File: src/rtl/alu_pkg.sv
// Shared encodings and operand bundle for the ALU compare/count operand stage.
package alu_pkg;

    localparam int unsigned OPND_W = 32;

    typedef enum logic [2:0] {
        CMP_SLT   = 3'b000,
        CMP_SLTU  = 3'b001,
        CMP_SLTI  = 3'b010,
        CMP_SLTIU = 3'b011,
        CMP_CLO   = 3'b100,
        CMP_CLZ   = 3'b101
    } cmp_sel_e;

    localparam logic [5:0] OP_SPECIAL  = 6'h00;
    localparam logic [5:0] OP_SLTI     = 6'h0A;
    localparam logic [5:0] OP_SLTIU    = 6'h0B;
    localparam logic [5:0] OP_SPECIAL2 = 6'h1C;

    localparam logic [5:0] FN_SLT  = 6'h2A;
    localparam logic [5:0] FN_SLTU = 6'h2B;
    localparam logic [5:0] FN_CLO  = 6'h21;
    localparam logic [5:0] FN_CLZ  = 6'h20;

    typedef struct packed {
        logic [OPND_W-1:0] a;
        logic [OPND_W-1:0] b;
        cmp_sel_e          sel;
    } operand_t;

endpackage

File: src/rtl/alu_op_decode.sv
// Combinational opcode/funct decode and operand formation for SLT/SLTU/SLTI/SLTIU/CLO/CLZ.
module alu_op_decode
    import alu_pkg::*;
#(
    parameter int unsigned DATA_W = 32,
    parameter int unsigned IMM_W  = 16
) (
    input  logic [5:0]        opcode_i,
    input  logic [5:0]        funct_i,
    input  logic [DATA_W-1:0] rs_data_i,
    input  logic [DATA_W-1:0] rt_data_i,
    input  logic [IMM_W-1:0]  imm_i,
    output operand_t          ops_o,
    output logic              legal_o
);

    logic [DATA_W-1:0] imm_sext;

    assign imm_sext = {{(DATA_W-IMM_W){imm_i[IMM_W-1]}}, imm_i};

    // Select compare kind and operand B source; unknown encodings flag illegal.
    always_comb begin
        ops_o.a   = rs_data_i;
        ops_o.b   = '0;
        ops_o.sel = CMP_SLT;
        legal_o   = 1'b0;
        unique case (opcode_i)
            OP_SPECIAL: begin
                if (funct_i == FN_SLT) begin
                    ops_o.b   = rt_data_i;
                    ops_o.sel = CMP_SLT;
                    legal_o   = 1'b1;
                end else if (funct_i == FN_SLTU) begin
                    ops_o.b   = rt_data_i;
                    ops_o.sel = CMP_SLTU;
                    legal_o   = 1'b1;
                end
            end
            OP_SLTI: begin
                ops_o.b   = imm_sext;
                ops_o.sel = CMP_SLTI;
                legal_o   = 1'b1;
            end
            // Immediate is sign-extended even here; the compare itself is unsigned.
            OP_SLTIU: begin
                ops_o.b   = imm_sext;
                ops_o.sel = CMP_SLTIU;
                legal_o   = 1'b1;
            end
            OP_SPECIAL2: begin
                if (funct_i == FN_CLO) begin
                    ops_o.sel = CMP_CLO;
                    legal_o   = 1'b1;
                end else if (funct_i == FN_CLZ) begin
                    ops_o.sel = CMP_CLZ;
                    legal_o   = 1'b1;
                end
            end
            default: legal_o = 1'b0;
        endcase
    end

endmodule

File: src/rtl/alu_operand_stage.sv
// Operand stage ahead of the compare/count unit: decode, then a 2-entry skid
// buffer (main + skid) behind valid/ready. Outputs always come from main.
module alu_operand_stage
    import alu_pkg::*;
#(
    parameter int unsigned DATA_W = 32,
    parameter int unsigned IMM_W  = 16,
    parameter int unsigned CNT_W  = 8
) (
    input  logic              clk,
    input  logic              reset,
    input  logic              flush,
    input  logic              in_valid,
    output logic              in_ready,
    input  logic [5:0]        opcode,
    input  logic [5:0]        funct,
    input  logic [DATA_W-1:0] rs_data,
    input  logic [DATA_W-1:0] rt_data,
    input  logic [IMM_W-1:0]  imm,
    output logic              out_valid,
    input  logic              out_ready,
    output logic [DATA_W-1:0] op_a,
    output logic [DATA_W-1:0] op_b,
    output logic [2:0]        cmp_sel,
    output logic              illegal,
    output logic [CNT_W-1:0]  illegal_count
);

    operand_t         dec_ops;
    logic             dec_legal;

    operand_t         main_q, main_d;
    operand_t         skid_q, skid_d;
    logic             main_vld_q, main_vld_d;
    logic             skid_vld_q, skid_vld_d;
    logic             illegal_q, illegal_d;
    logic [CNT_W-1:0] cnt_q, cnt_d;

    logic             accept;
    logic             drain;

    alu_op_decode #(
        .DATA_W (DATA_W),
        .IMM_W  (IMM_W)
    ) u_decode (
        .opcode_i  (opcode),
        .funct_i   (funct),
        .rs_data_i (rs_data),
        .rt_data_i (rt_data),
        .imm_i     (imm),
        .ops_o     (dec_ops),
        .legal_o   (dec_legal)
    );

    // Ready depends only on registered state, never on out_ready.
    assign in_ready = !skid_vld_q && !reset;
    assign accept   = in_valid && in_ready;
    assign drain    = main_vld_q && out_ready;

    // Buffer next state. Accept while draining with skid full cannot happen
    // (in_ready=0), so a legal accept lands in main whenever main frees up.
    always_comb begin
        main_d     = main_q;
        skid_d     = skid_q;
        main_vld_d = main_vld_q;
        skid_vld_d = skid_vld_q;
        illegal_d  = 1'b0;
        cnt_d      = cnt_q;
        if (flush) begin
            main_vld_d = 1'b0;
            skid_vld_d = 1'b0;
        end else begin
            if (drain) begin
                if (skid_vld_q) begin
                    main_d     = skid_q;
                    skid_vld_d = 1'b0;
                end else begin
                    main_vld_d = 1'b0;
                end
            end
            if (accept) begin
                if (dec_legal) begin
                    if (!main_vld_q || drain) begin
                        main_d     = dec_ops;
                        main_vld_d = 1'b1;
                    end else begin
                        skid_d     = dec_ops;
                        skid_vld_d = 1'b1;
                    end
                end else begin
                    illegal_d = 1'b1;
                    if (cnt_q != '1) begin
                        cnt_d = cnt_q + CNT_W'(1);
                    end
                end
            end
        end
    end

    // State registers, cleared asynchronously.
    always_ff @(posedge clk or posedge reset) begin
        if (reset) begin
            main_q     <= '0;
            skid_q     <= '0;
            main_vld_q <= 1'b0;
            skid_vld_q <= 1'b0;
            illegal_q  <= 1'b0;
            cnt_q      <= '0;
        end else begin
            main_q     <= main_d;
            skid_q     <= skid_d;
            main_vld_q <= main_vld_d;
            skid_vld_q <= skid_vld_d;
            illegal_q  <= illegal_d;
            cnt_q      <= cnt_d;
        end
    end

    assign out_valid     = main_vld_q;
    assign op_a          = main_q.a;
    assign op_b          = main_q.b;
    assign cmp_sel       = main_q.sel;
    assign illegal       = illegal_q;
    assign illegal_count = cnt_q;

endmodule

File: config.mk
export PLATFORM = sky130hd
export DESIGN_NAME = alu_operand_stage
export DESIGN_NICKNAME = d
export VERILOG_FILES = /design/src/rtl/alu_pkg.sv /design/src/rtl/alu_op_decode.sv /design/src/rtl/alu_operand_stage.sv
export SDC_FILE = /design/constraint.sdc
export NUM_CORES = 1
export LEC_CHECK = 0
export ABC_AREA = 1
export CORE_ASPECT_RATIO = 0.8
export CORE_MARGIN = 2
export CORE_UTILIZATION = 40
export CTS_BUF_LIST = sky130_fd_sc_hd__clkbuf_4
export CTS_CLUSTER_DIAMETER = 200
export DETAILED_ROUTE_END_ITERATION = 7
export PLACE_DENSITY = 0.67
export SYNTH_ARGS = -nofsm -noshare
export SYNTH_HDL_FRONTEND = slang
export SYNTH_HIERARCHICAL = 1
export SYNTH_SLANG_ARGS = --single-unit
export TNS_END_PERCENT = 50
File: constraint.sdc
create_clock -name clk -period 5.2 [get_ports clk]
set_clock_uncertainty 0.2 [all_clocks]
set_input_delay 1.04 -clock clk [delete_from_list [all_inputs] [get_ports clk]]
set_output_delay 1.04 -clock clk [all_outputs]
set_load 0.02 [all_outputs]
==> results of run 1 <==
==> metal layers <==
metal / vias to the layer above / share of wire [%] / global-route usage [%]
met3: 22 / 6.2 / 5.23
met1: 3816 / 46 / 28.9
met4: 0 / 1.3 / 5.60
met5: - / 0 / 0
met2: 237 / 47 / 36.7
li1: 4089 / - / -
==> power groups by stage <==
stage / logic, mW / registers (mW) / clock network (mW)
floorplan: 0.332 / 1.49 / 0
global placement: 0.818 / 1.37 / 0
detailed placement: 0.830 / 1.37 / 0
CTS: 0.833 / 1.35 / 0.725
global route: 0.919 / 1.37 / 0.775
finish: 0.826 / 1.35 / 0.705
==> stage by stage <==
step / instance area (sq um) / hold slack [ns] / setup slack [ns]
floorplan: 8650 / 0.295 / 0.0654
global placement: 10200 / 0.285 / 1.48
detailed placement: 10200 / 0.286 / 1.40
CTS: 10500 / 0.319 / 1.48
global route: 10500 / 0.344 / 1.42
finish: 10500 / 0.321 / 1.52
==> cells in the final DEF, fill, tap and decap left out <==
master	count
a21oi_1	67
a31o_2	1
a31oi_1	1
buf_12	3
buf_2	2
buf_4	12
bufinv_16	1
clkbuf_4	18
clkdlybuf4s50_1	172
clkinv_1	2
clkinv_4	5
clkinvlp_4	2
dfrtp_1	143
dfrtp_2	2
ha_1	1
inv_1	156
inv_2	3
inv_6	5
nand2_1	499
nand2_2	1
nand2_4	1
nand3_1	96
nand3_2	11
nand3_4	1
nand4_1	74
nor2_1	80
nor2_2	2
nor2_4	5
nor2_8	1
o21ai_0	2
o21ai_1	1
xor2_1	2
==> registers in the layout, summed over array words and instances, names as in the netlist <==
signal / cells
skid_q: 67
op_a: 32
op_b: 32
illegal_count: 8
cmp_sel: 3
illegal: 1
out_valid: 1
skid_vld_q: 1
==> how the worst max path moves through the flow <==
stage / start / to / slack [ns] / cells past startpoint
finish: out_valid / out_valid / 1.52 / 1
global route: out_valid / out_valid / 1.42 / 1
CTS: out_valid / out_valid / 1.48 / 1
global placement: opcode[2] / op_b[18] / 1.48 / 13
floorplan: reset / cmp_sel[0] / 0.07 / 1
detailed placement: opcode[2] / op_b[20] / 1.40 / 13
==> cells by family (layout without fill, tap and decap cells) <==
group                      after synthesis  in the layout  synth area share, %
AOI/OAI and AO/OA                       72             72                 4.22
DFF                                    145            145                 42.0
adders and majority gates                1              1                0.145
and+or+nand+nor                        771            771                 38.5
buffers and inverters                  274            381                 15.0
xor gates and xnor gates                 2              2                0.203
==> final cells by class <==
cell class | instances | area share (%)
tap | 275 | 3.28
sequential | 145 | 34.7
clock buffer | 18 | 1.29
inverter | 160 | 5.78
timing repair buffer | 189 | 18.0
clock inverter | 14 | 1.25
multi-input combinational | 846 | 35.8
==> metrics.cfg, run 1 <==
[finish]
multi_input_area_sq_um=3750
nets=1457
fillCellCount=2133
drive_above_1_share_pct=5.54
stdcell_count=1647
areaGrowthSynthToFinish_pct=21.1
regArea_sq_um=3630
final_core_util_pct=49.0
num_antenna_cells=0

[global_routing]
antenna_found_initial=0
grt_max_degree=70
grt_pass1_wl_um=39900
grtUsageTotal_pct=22.0
globalRoute.totalOverflow=0
grt_pass1_vias=7803

[yosys]
synth_area_leaders=dfrtp_1 (42%), nand2_1 (22%), inv_1 (6.8%)
synth_top_area_share_pct=42.0
syn_area_sq_um=8650
synth.avg_cell_area_sq_um=6.84
synth_edf_count=0
synth_flop_cell=dfrtp_1
syn-num-nets=1363
ys_seq_area_share_pct=42.0
synth_most_common_cell=nand2_1
async_flop_share_pct=100
synth_cells=1265
ys_warn_count=6
ys_ff_latch=145
synth_commonest_cells=nand2_1 (499), inv_1 (157), dfrtp_1 (145)
yosys.area.top_type=dfrtp_1
yosysUniqueCellTypes=25

[die]
initial_core_util_pct=40.4
ios=175
die_h_um=136
dieArea_sq_um=22800
die_w_um=168
core-area_sq_um=21400
rows=48

[routing]
viasPerCell=4.96
drc=0
vias=8164
drt-initial-drc-count=576
drtPass1Iterations=5
drtAntennaViolNets=0
wl_per_cell_um=14.9
wirelength_um=24500

[worst_hold_path]
hp-start=op_b[28]
hold_path_class=flip-flop to flip-flop
min_path_cells=2
hold_path_end=op_b[28]

[clocking]
cts_root_buf=clkbuf_4
htreeDepth=4
numCtsBuffers=17
postCtsSetupBuffers=0
cts.path.max_buffers=2
clock_latency_ns=0.55
cts_sinks=145
clk_pin_slew_ns=0.12
post_cts_resized=0
tritoncts=built
holdBufCountCts=0

[sta]
finalCritPeriodShare_pct=70.7
slew_viol_final=0
worst_pin_slew_ns=1.10
hold_viol=0
setup_tns_ns=0
rsz0062_at_grt=false
clock.fmax_ghz=0.272
fin_crit_ns=3.68
setup_viol=0
slew_headroom_pct=26.7

[power_and_ir_drop]
p_int_mw=1.87
combPwrFrac_pct=28.7
sw_frac_of_total_pct=35.0
p_seq_share_pct=46.8
p_total_mw=2.88
powerDensity_nw_per_um2=275
p_clk_share_pct=24.5
leakagePower_nw=5.56
vdd.ir_drop.worst_mv=0.154
netSwitchingPower_mw=1.01

[placed_design]
gp_congestion=0.809
io_buffers=174
place_hpwl_um=14600
numPlacedInstances=1615

[setup_path]
start_kind=flip-flop
worstSetupPathType=flip-flop to output pin
crit_family=flip-flops
path_buf_inv=1
r2r_start=out_valid
ff2ff_setup_slack_ns=2.18
crit_path_end_kind=output pin
crit_arrival_ns=2.44
path_max_fanout=48
crit_required_ns=3.96
r2r_cells=7
worstReg2RegEnd=op_b[29]
cp_slowest_cell=dfrtp_2
max_stage_delay_ns=1.12
cp_cell_sequence=clkdlybuf4s50_1

[flow_run]
max-cap-violations=0

[status]
status=finished, final reports clean

No activity file was read; power rests on OpenSTA's default activity.
==> run 2: changes to the inputs <==
PLACE_DENSITY = default   (was 0.67)
clock period = 3.6 ns   (was 5.2 ns; I/O delays follow)
==> metrics.cfg, run 2 (synthesis results as in run 1) <==
[flow_run]
max-cap-violations=0

[routing]
drc=0
wl_per_cell_um=15.2
drtPass1Iterations=5
viasPerCell=4.98
drtAntennaViolNets=0
drt-initial-drc-count=604
wirelength_um=25100
vias=8206

[clocking]
numCtsBuffers=17
tritoncts=built
cts_root_buf=clkbuf_4
clock_latency_ns=0.53
holdBufCountCts=0
postCtsSetupBuffers=0
cts_sinks=145
htreeDepth=4
cts.path.max_buffers=2
clk_pin_slew_ns=0.13
post_cts_resized=0

[global_routing]
grt_pass1_wl_um=41000
met2_usage_pct=36.0
grt_most_used_layer=met2
grt_max_degree=76
antenna_found_initial=0
grt.met3_usage_pct=5.40
gr-usage-met1_pct=31.6
grtUsageTotal_pct=22.7
globalRoute.totalOverflow=0
grt_pass1_vias=7776

[sta]
clock.fmax_ghz=0.331
finalCritPeriodShare_pct=83.9
setup_viol=0
setup_tns_ns=0
fin_crit_ns=3.02
hold_viol=0
slew_viol_final=0
slew_headroom_pct=35.1
rsz0062_at_grt=false
worst_pin_slew_ns=0.973

[power_and_ir_drop]
p_clk_share_pct=26.2
vdd.ir_drop.worst_mv=0.284
p_total_mw=4.28
combPwrFrac_pct=28.1
p_int_mw=2.84
powerDensity_nw_per_um2=405
leakagePower_nw=5.59
netSwitchingPower_mw=1.44
sw_frac_of_total_pct=33.7
p_seq_share_pct=45.7

[setup_path]
crit_path_end_kind=output pin
worstSetupPathType=flip-flop to output pin
crit_required_ns=2.68
crit_arrival_ns=2.10
path_max_fanout=35
start_kind=flip-flop

[placed_design]
gp_congestion=0.809
place_hpwl_um=15300
io_buffers=174
numPlacedInstances=1617

[die]
rows=48
die_w_um=168
dieArea_sq_um=22800
ios=175
core-area_sq_um=21400
die_h_um=136
initial_core_util_pct=40.4

[finish]
largest_reg_flops=67
final_cell_mix=nand2_1 (499), clkdlybuf4s50_1 (172), inv_1 (156), dfrtp_1 (143), nand3_1 (96)
nets=1459
stdcell_count=1649
drive_above_1_share_pct=5.75
final_common_cell=nand2_1
largest_register=skid_q
areaGrowthSynthToFinish_pct=22.1
num_antenna_cells=0

[status]
status=finished, final reports clean

[worst_hold_path]
hold_path_class=flip-flop to flip-flop

-- run 2: path summary, 6_finish.rpt --
path                            start          to  slack [ns]  depth (start not counted)
setup / recovery           skid_vld_q    in_ready        0.58                          2
hold / removal               op_a[16]    op_a[16]        0.32                          2
setup reg to reg           skid_vld_q    op_a[19]        1.12                          7
hold reg to reg              op_a[16]    op_a[16]        0.32                          2
max in group asynchronous       reset  skid_q[21]        1.92                          3
min in group asynchronous       reset     op_a[5]        0.57                          2
-- run 2: power groups by stage --
stage,Sequential [mW],Clock (mW),Combinational [mW]
finish,1.95,1.12,1.20
global route,1.98,1.21,1.34
CTS,1.95,1.15,1.22
detailed placement,1.98,0,1.21
global placement,1.98,0,1.19
floorplan,2.15,0,0.480
-- run 2: layout make-up --
| class | count | area, sq um |
|---|---|---|
| fill | 2178 | 10800 |
| sequential | 145 | 3640 |
| timing repair buffer | 191 | 1930 |
| multi-input combinational | 846 | 3750 |
| tap | 275 | 344 |
| clock buffer | 18 | 135 |
| clock inverter | 14 | 166 |
| inverter | 160 | 604 |
-- run 2: metal layers --
layer  wire (um)  vias to the layer above
met5           0                        -
met2       11200                      268
met3        1700                       25
met4         318                        0
met1       11900                     3833
li1            -                     4080
-- run 2: stage by stage --
stage	cell area, sq um	hold WS, ns	utilization [%]	worst slack, ns
6_report	10600	0.322	49.4	0.580
5_1_grt	10600	0.347	49.4	0.485
4_1_cts	10600	0.323	49.4	0.528
3_5_place_dp	10300	0.291	48.0	0.464
3_3_place_gp	10300	0.291	48.0	0.580
2_1_floorplan	8650	0.295	-	0.861
-- run 2: critical path, stage by stage (launching register included) --
cell and delay [ns]:
dfrtp_4 0.71, nor2_8 0.22, clkdlybuf4s50_1 0.62
